$ cat src/rtl/axi_lite_cmd_master_pkg.sv
// Shared encodings for the AXI-Lite command master: FSM states, AXI response codes
// and downstream target selects.
package axi_lite_cmd_master_pkg;

   typedef logic [2:0] state_t;

   localparam state_t ST_IDLE       = 3'd0;
   localparam state_t ST_WADDR_DATA = 3'd1;
   localparam state_t ST_WRESP      = 3'd2;
   localparam state_t ST_RADDR      = 3'd3;
   localparam state_t ST_RDATA      = 3'd4;
   localparam state_t ST_RSP        = 3'd5;

   localparam logic [1:0] RESP_OKAY   = 2'b00;
   localparam logic [1:0] RESP_SLVERR = 2'b10;
   localparam logic [1:0] RESP_DECERR = 2'b11;

   localparam logic [1:0] TGT_SHA256  = 2'b00;
   localparam logic [1:0] TGT_AES_CTR = 2'b01;
   localparam logic [1:0] TGT_PIC     = 2'b10;
   localparam logic [1:0] TGT_NONE    = 2'b11;

endpackage

$ cat src/rtl/axi_lite_cmd_master_if.sv
// Command, response and AXI-Lite master channel signals of the command master.
// The master modport is the block's view; the slave modport is the environment's.
interface axi_lite_cmd_master_if;

   logic        cmd_valid_i;
   logic        cmd_ready_o;
   logic        cmd_write_i;
   logic [1:0]  cmd_target_i;
   logic [31:0] cmd_addr_i;
   logic [31:0] cmd_wdata_i;
   logic [3:0]  cmd_wstrb_i;

   logic        rsp_valid_o;
   logic        rsp_ready_i;
   logic [31:0] rsp_rdata_o;
   logic [1:0]  rsp_resp_o;

   logic [1:0]  target_selector_o;

   logic [31:0] write_addr_o;
   logic [2:0]  write_prot_o;
   logic        write_addr_valid_o;
   logic        write_addr_ready_i;
   logic [31:0] write_data_o;
   logic [3:0]  write_strb_o;
   logic        write_data_valid_o;
   logic        write_data_ready_i;
   logic [1:0]  write_resp_i;
   logic        write_resp_valid_i;
   logic        write_resp_ready_o;

   logic [31:0] read_addr_o;
   logic [2:0]  read_prot_o;
   logic        read_addr_valid_o;
   logic        read_addr_ready_i;
   logic [31:0] read_data_i;
   logic [1:0]  read_resp_i;
   logic        read_data_valid_i;
   logic        read_data_ready_o;

   modport master (
      input  cmd_valid_i, cmd_write_i, cmd_target_i, cmd_addr_i, cmd_wdata_i, cmd_wstrb_i,
      output cmd_ready_o,
      output rsp_valid_o, rsp_rdata_o, rsp_resp_o,
      input  rsp_ready_i,
      output target_selector_o,
      output write_addr_o, write_prot_o, write_addr_valid_o,
      input  write_addr_ready_i,
      output write_data_o, write_strb_o, write_data_valid_o,
      input  write_data_ready_i,
      input  write_resp_i, write_resp_valid_i,
      output write_resp_ready_o,
      output read_addr_o, read_prot_o, read_addr_valid_o,
      input  read_addr_ready_i,
      input  read_data_i, read_resp_i, read_data_valid_i,
      output read_data_ready_o
   );

   modport slave (
      output cmd_valid_i, cmd_write_i, cmd_target_i, cmd_addr_i, cmd_wdata_i, cmd_wstrb_i,
      input  cmd_ready_o,
      input  rsp_valid_o, rsp_rdata_o, rsp_resp_o,
      output rsp_ready_i,
      input  target_selector_o,
      input  write_addr_o, write_prot_o, write_addr_valid_o,
      output write_addr_ready_i,
      input  write_data_o, write_strb_o, write_data_valid_o,
      output write_data_ready_i,
      output write_resp_i, write_resp_valid_i,
      input  write_resp_ready_o,
      input  read_addr_o, read_prot_o, read_addr_valid_o,
      output read_addr_ready_i,
      output read_data_i, read_resp_i, read_data_valid_i,
      input  read_data_ready_o
   );

endinterface

$ cat src/rtl/axi_lite_cmd_master_timeout_ctr.sv
// Wait-cycle counter: cleared on entry to each waiting state, counts while enabled,
// and flags expiry on the last allowed waiting cycle.
module axi_timeout_ctr #(
   parameter int TIMEOUT_CYCLES = 1024
) (
   input  logic i_clk,
   input  logic i_srst,
   input  logic i_clear,
   input  logic i_enable,
   output logic o_expired
);

   localparam int CNT_W = (TIMEOUT_CYCLES > 2) ? $clog2(TIMEOUT_CYCLES) : 1;

   logic [CNT_W-1:0] r_count;

   always_ff @(posedge i_clk) begin
      if (i_srst || i_clear) begin
         r_count <= '0;
      end else if (i_enable) begin
         r_count <= r_count + CNT_W'(1);
      end
   end

   assign o_expired = i_enable && (r_count == CNT_W'(TIMEOUT_CYCLES - 1));

endmodule

$ cat src/rtl/axi_lite_cmd_master.sv
// Single-outstanding AXI-Lite master: turns one command into an AW/W/B or AR/R
// exchange on the selected target and returns one response.
module axi_lite_cmd_master
   import axi_lite_cmd_master_pkg::*;
#(
   parameter int TIMEOUT_CYCLES = 1024
) (
   input logic                   clk_i,
   input logic                   rst_i,
   axi_lite_cmd_master_if.master bus
);

   state_t      r_state;
   state_t      w_state_next;
   logic [1:0]  r_target;
   logic [31:0] r_addr;
   logic [31:0] r_wdata;
   logic [3:0]  r_wstrb;
   logic        r_aw_valid;
   logic        r_w_valid;
   logic [31:0] r_rsp_rdata;
   logic [1:0]  r_rsp_resp;

   logic w_aw_done;
   logic w_w_done;
   logic w_waiting;
   logic w_ctr_clear;
   logic w_expired;

   // A channel counts as done once its valid has dropped or it handshakes this cycle.
   assign w_aw_done = !r_aw_valid || bus.write_addr_ready_i;
   assign w_w_done  = !r_w_valid  || bus.write_data_ready_i;

   assign w_waiting = (r_state == ST_WADDR_DATA) || (r_state == ST_WRESP) ||
                      (r_state == ST_RADDR)      || (r_state == ST_RDATA);
   assign w_ctr_clear = !w_waiting || (w_state_next != r_state);

   axi_timeout_ctr #(
      .TIMEOUT_CYCLES (TIMEOUT_CYCLES)
   ) u_timeout (
      .i_clk     (clk_i),
      .i_srst    (rst_i),
      .i_clear   (w_ctr_clear),
      .i_enable  (w_waiting),
      .o_expired (w_expired)
   );

   // A handshake landing on the expiry cycle still completes normally.
   always_comb begin
      w_state_next = r_state;
      case (r_state)
         ST_IDLE: begin
            if (bus.cmd_valid_i) begin
               if (bus.cmd_target_i == TGT_NONE) w_state_next = ST_RSP;
               else if (bus.cmd_write_i)         w_state_next = ST_WADDR_DATA;
               else                              w_state_next = ST_RADDR;
            end
         end
         ST_WADDR_DATA: begin
            if (w_aw_done && w_w_done) w_state_next = ST_WRESP;
            else if (w_expired)        w_state_next = ST_RSP;
         end
         ST_WRESP: begin
            if (bus.write_resp_valid_i || w_expired) w_state_next = ST_RSP;
         end
         ST_RADDR: begin
            if (bus.read_addr_ready_i) w_state_next = ST_RDATA;
            else if (w_expired)        w_state_next = ST_RSP;
         end
         ST_RDATA: begin
            if (bus.read_data_valid_i || w_expired) w_state_next = ST_RSP;
         end
         ST_RSP: begin
            if (bus.rsp_ready_i) w_state_next = ST_IDLE;
         end
         default: w_state_next = ST_IDLE;
      endcase
   end

   always_ff @(posedge clk_i) begin
      if (rst_i) begin
         r_state     <= ST_IDLE;
         r_target    <= TGT_NONE;
         r_addr      <= '0;
         r_wdata     <= '0;
         r_wstrb     <= '0;
         r_aw_valid  <= 1'b0;
         r_w_valid   <= 1'b0;
         r_rsp_rdata <= '0;
         r_rsp_resp  <= RESP_OKAY;
      end else begin
         r_state <= w_state_next;
         case (r_state)
            ST_IDLE: begin
               if (bus.cmd_valid_i) begin
                  r_target <= bus.cmd_target_i;
                  r_addr   <= bus.cmd_addr_i;
                  r_wdata  <= bus.cmd_wdata_i;
                  r_wstrb  <= bus.cmd_wstrb_i;
                  if (bus.cmd_target_i == TGT_NONE) begin
                     r_rsp_resp  <= RESP_DECERR;
                     r_rsp_rdata <= '0;
                  end else if (bus.cmd_write_i) begin
                     r_aw_valid <= 1'b1;
                     r_w_valid  <= 1'b1;
                  end
               end
            end
            ST_WADDR_DATA: begin
               if (w_aw_done && w_w_done) begin
                  r_aw_valid <= 1'b0;
                  r_w_valid  <= 1'b0;
               end else if (w_expired) begin
                  r_aw_valid  <= 1'b0;
                  r_w_valid   <= 1'b0;
                  r_rsp_resp  <= RESP_DECERR;
                  r_rsp_rdata <= '0;
               end else begin
                  if (bus.write_addr_ready_i) r_aw_valid <= 1'b0;
                  if (bus.write_data_ready_i) r_w_valid  <= 1'b0;
               end
            end
            ST_WRESP: begin
               if (bus.write_resp_valid_i) begin
                  r_rsp_resp  <= bus.write_resp_i;
                  r_rsp_rdata <= '0;
               end else if (w_expired) begin
                  r_rsp_resp  <= RESP_DECERR;
                  r_rsp_rdata <= '0;
               end
            end
            ST_RADDR: begin
               if (!bus.read_addr_ready_i && w_expired) begin
                  r_rsp_resp  <= RESP_DECERR;
                  r_rsp_rdata <= '0;
               end
            end
            ST_RDATA: begin
               if (bus.read_data_valid_i) begin
                  r_rsp_resp  <= bus.read_resp_i;
                  r_rsp_rdata <= bus.read_data_i;
               end else if (w_expired) begin
                  r_rsp_resp  <= RESP_DECERR;
                  r_rsp_rdata <= '0;
               end
            end
            default: ;
         endcase
      end
   end

   assign bus.cmd_ready_o        = (r_state == ST_IDLE);
   assign bus.rsp_valid_o        = (r_state == ST_RSP);
   assign bus.rsp_rdata_o        = r_rsp_rdata;
   assign bus.rsp_resp_o         = r_rsp_resp;
   assign bus.target_selector_o  = r_target;

   assign bus.write_addr_o       = r_addr;
   assign bus.write_prot_o       = 3'b000;
   assign bus.write_addr_valid_o = r_aw_valid;
   assign bus.write_data_o       = r_wdata;
   assign bus.write_strb_o       = r_wstrb;
   assign bus.write_data_valid_o = r_w_valid;
   assign bus.write_resp_ready_o = (r_state == ST_WRESP);

   // Read address valid and both readys follow the state, so leaving it drops them.
   assign bus.read_addr_o        = r_addr;
   assign bus.read_prot_o        = 3'b000;
   assign bus.read_addr_valid_o  = (r_state == ST_RADDR);
   assign bus.read_data_ready_o  = (r_state == ST_RDATA);

endmodule

$ cat src/flat_wrapper.sv
// flat-port wrapper written by rule: the top's interface ports become plain ports
module axi_lite_cmd_master_flat import axi_lite_cmd_master_pkg::*;
#(
   parameter int TIMEOUT_CYCLES = 1024
)
  (clk_i, rst_i, bus_cmd_valid_i, bus_cmd_write_i, bus_cmd_target_i, bus_cmd_addr_i, bus_cmd_wdata_i, bus_cmd_wstrb_i, bus_cmd_ready_o, bus_rsp_valid_o, bus_rsp_rdata_o, bus_rsp_resp_o, bus_rsp_ready_i, bus_target_selector_o, bus_write_addr_o, bus_write_prot_o, bus_write_addr_valid_o, bus_write_addr_ready_i, bus_write_data_o, bus_write_strb_o, bus_write_data_valid_o, bus_write_data_ready_i, bus_write_resp_i, bus_write_resp_valid_i, bus_write_resp_ready_o, bus_read_addr_o, bus_read_prot_o, bus_read_addr_valid_o, bus_read_addr_ready_i, bus_read_data_i, bus_read_resp_i, bus_read_data_valid_i, bus_read_data_ready_o);
  axi_lite_cmd_master_if bus_i ();
  input logic clk_i;
  input logic rst_i;
  input wire logic [$bits(bus_i.cmd_valid_i)-1:0] bus_cmd_valid_i;
  input wire logic [$bits(bus_i.cmd_write_i)-1:0] bus_cmd_write_i;
  input wire logic [$bits(bus_i.cmd_target_i)-1:0] bus_cmd_target_i;
  input wire logic [$bits(bus_i.cmd_addr_i)-1:0] bus_cmd_addr_i;
  input wire logic [$bits(bus_i.cmd_wdata_i)-1:0] bus_cmd_wdata_i;
  input wire logic [$bits(bus_i.cmd_wstrb_i)-1:0] bus_cmd_wstrb_i;
  output wire logic [$bits(bus_i.cmd_ready_o)-1:0] bus_cmd_ready_o;
  output wire logic [$bits(bus_i.rsp_valid_o)-1:0] bus_rsp_valid_o;
  output wire logic [$bits(bus_i.rsp_rdata_o)-1:0] bus_rsp_rdata_o;
  output wire logic [$bits(bus_i.rsp_resp_o)-1:0] bus_rsp_resp_o;
  input wire logic [$bits(bus_i.rsp_ready_i)-1:0] bus_rsp_ready_i;
  output wire logic [$bits(bus_i.target_selector_o)-1:0] bus_target_selector_o;
  output wire logic [$bits(bus_i.write_addr_o)-1:0] bus_write_addr_o;
  output wire logic [$bits(bus_i.write_prot_o)-1:0] bus_write_prot_o;
  output wire logic [$bits(bus_i.write_addr_valid_o)-1:0] bus_write_addr_valid_o;
  input wire logic [$bits(bus_i.write_addr_ready_i)-1:0] bus_write_addr_ready_i;
  output wire logic [$bits(bus_i.write_data_o)-1:0] bus_write_data_o;
  output wire logic [$bits(bus_i.write_strb_o)-1:0] bus_write_strb_o;
  output wire logic [$bits(bus_i.write_data_valid_o)-1:0] bus_write_data_valid_o;
  input wire logic [$bits(bus_i.write_data_ready_i)-1:0] bus_write_data_ready_i;
  input wire logic [$bits(bus_i.write_resp_i)-1:0] bus_write_resp_i;
  input wire logic [$bits(bus_i.write_resp_valid_i)-1:0] bus_write_resp_valid_i;
  output wire logic [$bits(bus_i.write_resp_ready_o)-1:0] bus_write_resp_ready_o;
  output wire logic [$bits(bus_i.read_addr_o)-1:0] bus_read_addr_o;
  output wire logic [$bits(bus_i.read_prot_o)-1:0] bus_read_prot_o;
  output wire logic [$bits(bus_i.read_addr_valid_o)-1:0] bus_read_addr_valid_o;
  input wire logic [$bits(bus_i.read_addr_ready_i)-1:0] bus_read_addr_ready_i;
  input wire logic [$bits(bus_i.read_data_i)-1:0] bus_read_data_i;
  input wire logic [$bits(bus_i.read_resp_i)-1:0] bus_read_resp_i;
  input wire logic [$bits(bus_i.read_data_valid_i)-1:0] bus_read_data_valid_i;
  output wire logic [$bits(bus_i.read_data_ready_o)-1:0] bus_read_data_ready_o;
  assign bus_i.cmd_valid_i = bus_cmd_valid_i;
  assign bus_i.cmd_write_i = bus_cmd_write_i;
  assign bus_i.cmd_target_i = bus_cmd_target_i;
  assign bus_i.cmd_addr_i = bus_cmd_addr_i;
  assign bus_i.cmd_wdata_i = bus_cmd_wdata_i;
  assign bus_i.cmd_wstrb_i = bus_cmd_wstrb_i;
  assign bus_cmd_ready_o = bus_i.cmd_ready_o;
  assign bus_rsp_valid_o = bus_i.rsp_valid_o;
  assign bus_rsp_rdata_o = bus_i.rsp_rdata_o;
  assign bus_rsp_resp_o = bus_i.rsp_resp_o;
  assign bus_i.rsp_ready_i = bus_rsp_ready_i;
  assign bus_target_selector_o = bus_i.target_selector_o;
  assign bus_write_addr_o = bus_i.write_addr_o;
  assign bus_write_prot_o = bus_i.write_prot_o;
  assign bus_write_addr_valid_o = bus_i.write_addr_valid_o;
  assign bus_i.write_addr_ready_i = bus_write_addr_ready_i;
  assign bus_write_data_o = bus_i.write_data_o;
  assign bus_write_strb_o = bus_i.write_strb_o;
  assign bus_write_data_valid_o = bus_i.write_data_valid_o;
  assign bus_i.write_data_ready_i = bus_write_data_ready_i;
  assign bus_i.write_resp_i = bus_write_resp_i;
  assign bus_i.write_resp_valid_i = bus_write_resp_valid_i;
  assign bus_write_resp_ready_o = bus_i.write_resp_ready_o;
  assign bus_read_addr_o = bus_i.read_addr_o;
  assign bus_read_prot_o = bus_i.read_prot_o;
  assign bus_read_addr_valid_o = bus_i.read_addr_valid_o;
  assign bus_i.read_addr_ready_i = bus_read_addr_ready_i;
  assign bus_i.read_data_i = bus_read_data_i;
  assign bus_i.read_resp_i = bus_read_resp_i;
  assign bus_i.read_data_valid_i = bus_read_data_valid_i;
  assign bus_read_data_ready_o = bus_i.read_data_ready_o;
  axi_lite_cmd_master #(.TIMEOUT_CYCLES(TIMEOUT_CYCLES)) u_core (.clk_i(clk_i), .rst_i(rst_i), .bus(bus_i));
endmodule
$ cat config.mk
export PLATFORM = sky130hd
export DESIGN_NAME = axi_lite_cmd_master_flat
export DESIGN_NICKNAME = d
export VERILOG_FILES = /design/src/rtl/axi_lite_cmd_master_pkg.sv /design/src/rtl/axi_lite_cmd_master_if.sv /design/src/rtl/axi_lite_cmd_master_timeout_ctr.sv /design/src/rtl/axi_lite_cmd_master.sv /design/src/flat_wrapper.sv
export SDC_FILE = /design/constraint.sdc
export NUM_CORES = 1
export LEC_CHECK = 0
export BUFFER_PORTS_ARGS = -buffer_cell sky130_fd_sc_hd__buf_2
export CAP_MARGIN = 20
export CORE_MARGIN = 1
export CORE_UTILIZATION = 40
export DETAILED_ROUTE_END_ITERATION = 8
export GPL_TIMING_DRIVEN = 0
export PLACE_DENSITY = 0.79
export SETUP_SLACK_MARGIN = 0.1
export SLEW_MARGIN = 20
export SYNTH_ARGS = -nofsm -noshare
export SYNTH_HDL_FRONTEND = slang
export SYNTH_HIERARCHICAL = 1
export SYNTH_SLANG_ARGS = --single-unit
$ cat constraint.sdc
create_clock -name clk_i -period 2.48 [get_ports clk_i]
set_input_delay 0.248 -clock clk_i [delete_from_list [all_inputs] [get_ports clk_i]]
set_output_delay 0.248 -clock clk_i [all_outputs]
set_load 0.01 [all_outputs]
After elaboration in Yosys (flattened, before gate mapping)
Cells that the tools add are included.

cells by class
  muxes and demuxes = 37
  $add $sub $neg = 1
  reductions and logical operators = 23
  equality and inequality tests = 16

operators by type and width
  cell                                                             number
  32-bit two-way mux                                               7
  32-bit case mux with 5 select lines                              1
  3-bit two-way mux                                                8
  3-bit case mux with 6 select lines                               1
  2-bit two-way mux                                                8
  5-bit AND reduction                                              3
  10-bit by 1-bit adder with 10-bit output, second input constant  1
  10-bit == test, second input constant                            1
  2-bit case mux with 5 select lines                               1
  1-bit logical OR                                                 9
  1-bit two-way mux                                                9
  2-bit != test, second input constant                             4
  4-bit by 3-bit != test with 1-bit output, second input constant  2
  3-bit by 2-bit == test with 1-bit output, second input constant  2
  3-bit == test, second input constant                             2
  5-bit nonzero test                                               1
  1-bit zero test                                                  4
  2-bit by 1-bit != test with 1-bit output, second input constant  2
  1-bit case mux with 2 select lines                               2
  3-bit by 1-bit == test with 1-bit output, second input constant  1
  1-bit logical AND                                                3
  3-bit zero test                                                  1
  3-bit != test                                                    1
  2-bit == test, second input constant                             1
  other kinds (2)                                                  2

storage, ports and cells
  word-level logic and storage cells = 87
  input port bits = 116
  register bits after elaboration = 119

Depth between registers and ports, before layout
Gate-level depths: netlist (run 1).

  depth after elaboration = 11
  depth in mapped cells = 14

Hierarchy
Netlist (run 1), hierarchy kept.

by module, submodules not included
  module               sequential area each (µm²)  cells an instance  times used  area each (µm²)
  axi_lite_cmd_master  2,182.1                     509                1           4,393.0
  axi_timeout_ctr      200.2                       52                 1           480.5

Worst setup path before layout (run 1)
OpenSTA, ideal clock, no wires.

  path kind = register to register
  from = register u_core.r_state[2]
  to = register u_core.u_timeout.r_count[8]
  arrival time = 2,588 ps
  required time = 2,410 ps
  stages on the path, launching flop included = 15
  buffers on the path = 4
  library setup time = 70 ps
  period minus slack after synthesis = 2,658 ps
  setup slack = -178 ps
  cell sequence = dfxtp_1 buf_4 o21ai_2 nor2b_1 buf_6 nand4_4 nor3_1 clkbuf_1 o21ai_1 o21a_1 o221ai_1 a41oi_1 or2_2 buf_6 a21oi_1

on the way
  word-level cells in the longest chain between the ends = 11
  elaborated cells between the ends (all ways) = 24

RTL lines
  what                                                                                                  line                                                  text
  start, declared                                                                                       axi_lite_cmd_master.sv:13                             state_t r_state;
  start signal, assigned                                                                                axi_lite_cmd_master.sv:92                             r_state <= w_state_next;
  3-bit by 1-bit == test with 1-bit output or 3-bit by 2-bit == test with 1-bit output (tied branches)  axi_lite_cmd_master.sv:34                             assign w_waiting = (r_state == ST_WADDR_DATA) || (r_state == ST_WRESP) ||
  1-bit logical OR (2 in a row)                                                                         axi_lite_cmd_master.sv:34
  1-bit logical OR (*)                                                                                  axi_lite_cmd_master.sv:35                             (r_state == ST_RADDR) || (r_state == ST_RDATA);
  named net u_core.w_waiting                                                                            axi_lite_cmd_master.sv:26                             logic w_waiting;
  1-bit logical AND (*)                                                                                 axi_lite_cmd_master_timeout_ctr.sv:25                 assign o_expired = i_enable && (r_count == CNT_W'(TIMEOUT_CYCLES - 1));
  named net u_core.w_expired                                                                            axi_lite_cmd_master.sv:28                             logic w_expired;
  3-bit two-way mux (tied with other cells)                                                             axi_lite_cmd_master.sv:61, axi_lite_cmd_master.sv:68
  3-bit two-way mux (on tied branches)                                                                  --
  3-bit case mux with 6 select lines (*)                                                                axi_lite_cmd_master.sv:51                             case (r_state)
  3-bit != test (*)                                                                                     axi_lite_cmd_master.sv:36                             assign w_ctr_clear = !w_waiting || (w_state_next != r_state);
  1-bit logical OR (*)                                                                                  axi_lite_cmd_master.sv:36
  named net u_core.w_ctr_clear                                                                          axi_lite_cmd_master.sv:27                             logic w_ctr_clear;
  1-bit logical OR (*)                                                                                  axi_lite_cmd_master_timeout_ctr.sv:18                 if (i_srst || i_clear) begin
  end signal, assigned                                                                                  axi_lite_cmd_master_timeout_ctr.sv:21                 r_count <= r_count + CNT_W'(1);
  end, declared                                                                                         axi_lite_cmd_master_timeout_ctr.sv:15                 logic [CNT_W-1:0] r_count;

Mark *: on every way through the listed nets, which the timed path passes. The rest lies on a longest branch.
A chain may end at the register's enable or synchronous reset.

Final worst setup path (run 1)
  from = register u_core.r_state[0]
  to = register u_core.u_timeout.r_count[2]

Same word-level chain as after synthesis.

==> summary.txt, run 1 <==
Net Sw Power = 2.24 mW
CP Buf/Inv Count = 3
Top delay family on crit path = simple AND/OR/NAND/NOR gates
vias per inst = 4.86
Post-Synthesis Cells = 561
register area = 0.00239 sq mm
maximum vdd drop = 0.606 mV
Clock Power Share = 0.347
Async SR Flop Fraction = 0
fin. max-slew vios = 0
drt first pass iters = 4
Max Freq = 391 MHz
GR Overflow Total = 0
violated checks = negative setup slack
status = finished, violations left
sequential share of power = 0.331
skew final = 0.0120 ns
Setup Viol. Count Final = 10
Worst Setup Slack, final = -0.0766 ns
total die area = 0.0126 sq mm
Overall Global Routing Usage = 0.219
io pins = 265
DRT antenna net count = 0
Max-Cap Viols = 0
HP Class = primary input to register
Die X = 112 microns
Crit. End Element = register
CP max-delay cell = dfxtp_2
post-synth top area cell = dfxtp_1
Ys Warns = 6
PD cells = 965 mW/mm^2
hold endpoint = u_core/bus.rsp_rdata_o[1]
Reg clk slew, reported paths = 0.06 ns
Area contributors post-synth = dfxtp_1 (49%), nand2_1 (12%), a21oi_1 (8.0%)
Slew HR = 0.578
LEAKAGE = 3.62 nW
CTS tree = yes
Layout Nets = 984
vias = 4968
post-layout util = 0.627
HP Start = bus_read_data_i[1]
vias in the first global route = 4775
Synth Flop Type = dfxtp_1
Post-synth EDFFs = 0
final period utilization = 1.03
register bit total from synthesis = 119
setup slack after placement = -0.203 ns
antenna diode count = 0
RR Endpoint = u_core/u_timeout/r_count[2]
CTS Sinks = 119
area growth from synthesis to layout = 49.9%
Hold Crit Depth = 2
DR DRC count = 0
largest net degree at the start of global routing = 17
first-pass GRT wire length = 22000 microns
final wirelength = 13800 microns
fin crit period = 2.56 ns
Core ar. = 0.0117 sq mm
part of the power in combinational logic = 0.322
Initial Utilization = 0.418
top cells by count, synth = nand2_1 (153), dfxtp_1 (119), a21oi_1 (78), buf_4 (44), a22o_1 (32)
register area share after synthesis = 0.489
Final Wtd Congestion = 0.770
area of the multi-input gates = 0.00209 sq mm
Critical Path RT = 2.82 ns
critical path peak fanout = 5
Routed WL per cell = 13.5 microns
Cell Rows = 39
initial antenna violation count = 0
Fill cells = 987
worst skew pair latency = 0.41 ns
TritonCTS Buffers = 17
CP Launch Type = register
top-count cell post-synth = nand2_1
maximum buffer depth of the clock tree = 2
Setup CP Type = register to register
P_int = 4.80 mW
Fin. Hold Viols = 0
Sw Share = 0.318
synth unique cells = 52
cell depth of the worst flop-to-flop path = 14
WP data arrival = 2.90 ns
share of the synthesized area in the top cell type = 0.489
flop2flop setup slack = -0.08 ns
Post-CTS Hold Buffers = 0
H-tree depth = 4
buffers added on ports = 258
drt initial violations = 280
Post-DP HPWL = 9820 microns
Worst Max-Slew Pin Slew = 0.633 ns
die height = 112 microns
post-synthesis cell area = 0.00487 sq mm
share of layout cells above drive strength 1 = 0.461
Synth Area per Inst = 8.69 sq um
worst-path cell chain = buf_6 > nor3_4 > nor2b_2 > buf_6 > nand4_4 > nor3_4 > or2_4 > a2bb2oi_4 > o311ai_1 > a31oi_1 > a41oi_2 > or2_4 > buf_6 > nor2_1
most used cell, CP = buf_6
CP max stage delay = 0.31 ns
RR Startpoint = u_core/r_state[0]
unrepaired setup endpoints after global routing = true
clock root cell = clkbuf_16
## layout by cell type (no fill, tap or decap), types with 3 or more instances in the layout
master	count
buf_4	59
nand4_1	3
clkbuf_16	17
a21oi_1	73
xor2_1	3
and2_1	3
o21a_1	3
nor2b_1	7
clkbuf_1	17
buf_2	268
nor3b_2	3
a21oi_2	5
clkinvlp_4	3
a22o_1	32
nand3b_1	3
nor2_1	10
dfxtp_1	117
conb_1	6
nor2_4	3
nand2_1	153
inv_1	5
nand3_1	6
o21ai_0	6
clkbuf_8	5
buf_6	14
## area by class of cell
cell class              count  area share
flip-flops and latches    119       0.327
multi-input cells         365       0.286
repair buffers            282       0.205
plain buffers              77      0.0729
clock buffers              22      0.0663
well taps                 143      0.0245
clock inverters            10      0.0163
inverters                   5     0.00257
## power by group through the flow
stage | Combinational (mW) | Sequential, mW | Clock, mW
finish | 2.27 | 2.33 | 2.45
global route | 2.48 | 2.37 | 2.58
CTS | 2.23 | 2.33 | 2.49
detailed placement | 2.01 | 2.37 | 0
global placement | 1.99 | 2.36 | 0
floorplan | 1.22 | 2.46 | 0
## state kept, by name (all words and copies together) (netlist names)
name and count:
u_core/r_state 3, u_core/bus.rsp_resp_o 2, u_core/bus.read_addr_o 32, u_core/bus.rsp_rdata_o 32, u_core/bus.write_addr_valid_o 1, u_core/bus.write_data_o 32, u_core/u_timeout/r_count 10, u_core/bus.write_data_valid_o 1
u_core/bus.write_strb_o 4, u_core/bus.target_selector_o 2
## metrics by stage
step / area, sq um / hold slack, ns / setup TNS, ns / instances / power, mW
CTS: 7240 / 0.0278 / 0 / 1020 / 7.06
global route: 7310 / 0.0397 / -2.85 / 1023 / 7.43
detailed placement: 6400 / 0.443 / -2.79 / 967 / 4.38
finish: 7310 / 0.0433 / -0.580 / 1023 / 7.05
global placement: 6400 / 0.439 / -2.14 / 967 / 4.35
floorplan: 4930 / 0.372 / 0 / 566 / 3.68
## worst reg2reg max path: stages, from the launching register on
cell	delay (ns)
dfxtp_2	0.31
buf_6	0.12
nor3_4	0.20
nor2b_2	0.07
buf_6	0.12
nand4_4	0.07
nor3_4	0.06
or2_4	0.27
a2bb2oi_4	0.17
o311ai_1	0.11
a31oi_1	0.29
a41oi_2	0.18
or2_4	0.29
buf_6	0.14
nor2_1	0.09
## how the worst max path moves through the flow
stage                                 start                          end  slack [ns]  cells after the start
after floorplan           u_core/r_state[1]  u_core/u_timeout/r_count[8]        0.14                     14
after CTS                 u_core/r_state[0]  u_core/u_timeout/r_count[9]        0.02                     14
after global placement    u_core/r_state[1]  u_core/u_timeout/r_count[9]       -0.20                     14
after global routing      u_core/r_state[0]  u_core/u_timeout/r_count[9]       -0.18                     15
after detailed placement  u_core/r_state[1]  u_core/u_timeout/r_count[8]       -0.20                     14
final                     u_core/r_state[0]  u_core/u_timeout/r_count[2]       -0.08                     14
## what timing repair did
action,in CTS,in global routing
setup buffers,17,3
setup endpoints to repair,42,45
cloned,4,0
pin swaps,8,11
endpoints found under the hold margin,0,0
resized for setup,20,13
## per-layer routing
layer | GRT usage | wire length (microns)
met1 | 0.244 | 5590
met2 | 0.396 | 7020
met3 | 0.0583 | 1020
met4 | 0.0889 | 214
met5 | 0 | 0
## logic make-up (layout without fill, tap and decap cells)
family | after synthesis | in the layout | share of synthesized area
AO/OA/AOI/OAI | 144 | 144 | 0.197
XOR/XNOR | 4 | 4 | 0.00719
adder cells (fa/ha/maj) | 1 | 1 | 0.00257
buffers and inverters | 82 | 396 | 0.109
flip-flops | 119 | 119 | 0.489
multiplexers | 2 | 2 | 0.00411
other | 1 | 6 | 0.000769
AND/OR/NAND/NOR | 208 | 208 | 0.190
No activity file was read; power rests on OpenSTA's default activity.
==> run 2: changes to the inputs <==
--- a/config.mk
+++ b/config.mk
@@ -8,10 +8,10 @@
 export BUFFER_PORTS_ARGS = -buffer_cell sky130_fd_sc_hd__buf_2
 export CAP_MARGIN = 20
 export CORE_MARGIN = 1
-export CORE_UTILIZATION = 40
+export CORE_UTILIZATION = 48
 export DETAILED_ROUTE_END_ITERATION = 8
 export GPL_TIMING_DRIVEN = 0
-export PLACE_DENSITY = 0.79
+export PLACE_DENSITY = 0.88
 export SETUP_SLACK_MARGIN = 0.1
 export SLEW_MARGIN = 20
 export SYNTH_ARGS = -nofsm -noshare
==> constraint.sdc (replaced) <==
create_clock -name clk_i -period 3.1 [get_ports clk_i]
set_input_delay 0.31 -clock clk_i [delete_from_list [all_inputs] [get_ports clk_i]]
set_output_delay 0.31 -clock clk_i [all_outputs]
set_load 0.01 [all_outputs]
==> summary.txt, run 2 (synthesis gave the netlist of run 1 again) <==
Top delay family on crit path = simple AND/OR/NAND/NOR gates
DR DRC count = 0 (unchanged)
P_int = 3.79 mW (-21%)
fin crit period = 2.80 ns (+0.247 ns)
die height = 103 microns (-8.6%)
CP max-delay cell = dfxtp_1
drt first pass iters = 4 (unchanged)
Routed WL per cell = 13.8 microns (+1.8%)
critical path peak fanout = 10 (+5)
io pins = 265 (unchanged)
Fill cells = 728 (-26%)
Worst Max-Slew Pin Slew = 0.523 ns (-0.110 ns)
WP data arrival = 3.24 ns (+0.34 ns)
final wirelength = 13900 microns (+0.30%)
Non-Filler Instances = 1008 (-1.5%)
CP Buf/Inv Count = 3 (unchanged)
area growth from synthesis to layout = 47.5%
Sw Share = 0.319 (+0.000771)
CTS Sinks = 119 (unchanged)
Initial Utilization = 0.496 (+0.0784)
unrepaired setup endpoints after global routing = false
GR Overflow Total = 0 (unchanged)
sequential share of power = 0.335 (+0.004)
commonest non-fill, non-tap cell in the layout = buf_2
maximum buffer depth of the clock tree = 2 (unchanged)
vias = 4955 (-0.26%)
Crit. End Element = register
antenna diode count = 0 (unchanged)
H-tree depth = 4 (unchanged)
Setup CP Type = register to register
TritonCTS Buffers = 17 (unchanged)
worst skew pair latency = 0.51 ns (+0.10 ns)
Clock Power Share = 0.372 (+0.025)
part of the power in combinational logic = 0.293 (-0.029)
status = completed
first-pass GRT wire length = 20000 microns (-8.8%)
Setup Viol. Count Final = 0 (-10)
largest net degree at the start of global routing = 17 (unchanged)
CP max stage delay = 0.42 ns (+0.11 ns)
Slew HR = 0.651 (+0.0733)
Max Freq = 357 MHz (-8.8%)
buffers added on ports = 258 (unchanged)
leading cell types in the layout, fill and taps excluded = buf_2 (268), nand2_1 (153), dfxtp_1 (119)
skew final = 0.00791 ns (-0.00409 ns)
CTS tree = yes
drt initial violations = 325 (+16%)
HP Class = primary input to register
final period utilization = 0.904 (-0.127)
vias in the first global route = 4321 (-9.5%)
fin. max-slew vios = 0 (unchanged)
Overall Global Routing Usage = 0.248 (+0.0286)
worst-path cell chain = buf_4 > o21ai_2 > nor2b_1 > buf_6 > nand4_4 > nor3_4 > or2_2 > a2bb2oi_2 > o311ai_1 > a31oi_1 > a41oi_1 > or2_2 > buf_6 > a21oi_1
clock root cell = clkbuf_8
Max-Cap Viols = 0 (unchanged)
share of layout cells above drive strength 1 = 0.419 (-0.0419)
Cell Rows = 36 (-7.7%)
PD cells = 773 mW/mm^2 (-20%)
Core ar. = 0.00982 sq mm (-16%)
Power, Total = 5.56 mW (-21%)
Final Wtd Congestion = 0.877 (+14%)
Critical Path RT = 3.54 ns (+0.72 ns)
Net Sw Power = 1.78 mW (-21%)
Layout Nets = 979 (-0.51%)
Die X = 103 microns (-8.6%)
placed insts = 957 (-1.0%)
initial antenna violation count = 0 (unchanged)
vias per inst = 4.92 (+1.2%)
maximum vdd drop = 0.465 mV (-23%)
CP Launch Type = register
DRT antenna net count = 0 (unchanged)
Post-DP HPWL = 9840 microns (+0.21%)
total die area = 0.0106 sq mm (-16%)
Reg clk slew, reported paths = 0.06 ns (about the same)
LEAKAGE = 3.56 nW (-1.7%)
Fin. Hold Viols = 0 (unchanged)
[run 2: cell count changes in the layout (fill, tap and decap cells not counted), moves of 4 or more]
cell,previous run,this run
a21oi_1,73,78
a21oi_2,5,0
buf_4,59,45
buf_6,14,6
dlygate4sd3_1,0,18
nor2_1,10,14
[run 2: final timing paths]
| path | startpoint | slack [ns] | end | depth (start not counted) |
|---|---|---|---|---|
| setup / recovery | u_core/r_state[2] | 0.30 | u_core/u_timeout/r_count[7] | 14 |
| hold / removal | bus_read_data_i[1] | 0.01 | u_core/bus.rsp_rdata_o[1] | 2 |
| setup reg to reg | u_core/r_state[2] | 0.30 | u_core/u_timeout/r_count[7] | 14 |
| hold reg to reg | u_core/bus.write_data_o[29] | 0.45 | u_core/bus.write_data_o[29] | 2 |
[run 2: cell type report]
cell class                      count  area [sq um]  area share
Timing Repair Buffer              277          1480       0.206
Clock inverter                     13           194      0.0270
Multi-Input combinational cell    365          2000       0.279
Sequential cell                   119          2380       0.331
Clock buffer                       19           432      0.0600
Tap cell                          133           166      0.0231
Buffer                             77           515      0.0717
Inverter                            5          18.8     0.00261
[run 2: stage by stage]
step / utilization / hold slack (ns) / setup WS [ns] / TNS (ns) / instance area, sq um
after floorplan: - / 0.434 / 0.442 / 0 / 4890
after CTS: 0.724 / 0.000293 / 0.103 / 0 / 7110
after detailed placement: 0.647 / 0.443 / -0.0113 / -0.0279 / 6350
after global routing: 0.732 / 0.00134 / 0.0931 / 0 / 7190
after global placement: 0.647 / 0.438 / -0.0149 / -0.0475 / 6350
final: 0.732 / 0.0146 / 0.296 / 0 / 7190
[run 2: worst reg2reg max path: stages (launching register included)]
cell	delay [ns]
dfxtp_1	0.42
buf_4	0.23
o21ai_2	0.08
nor2b_1	0.14
buf_6	0.14
nand4_4	0.11
nor3_4	0.07
or2_2	0.31
a2bb2oi_2	0.20
o311ai_1	0.12
a31oi_1	0.22
a41oi_1	0.13
or2_2	0.31
buf_6	0.14
a21oi_1	0.11
[run 2: metal layers]
layer | vias to the layer above | share of wire | GRT usage
met4 | 0 | 0.018 | 0.0986
li1 | 2471 | - | -
met1 | 2254 | 0.39 | 0.281
met2 | 207 | 0.51 | 0.430
met5 | - | 0 | 0
met3 | 23 | 0.081 | 0.0827
[run 2: power by group through the flow]
| stage | clock network, mW | logic [mW] | registers, mW |
|---|---|---|---|
| global route | 2.17 | 1.79 | 1.89 |
| detailed placement | 0 | 1.59 | 1.89 |
| CTS | 2.09 | 1.61 | 1.86 |
| finish | 2.07 | 1.63 | 1.86 |
| global placement | 0 | 1.56 | 1.88 |
| floorplan | 0 | 0.958 | 1.97 |
[run 2: timing repair]
item | CTS | global route
hold endpoints to repair | 13 | 5
pin swaps | 0 | 1
hold buffers | 13 | 5
endpoints found under the setup margin | 10 | 10
setup buffers | 0 | 1
resized for setup | 1 | 7
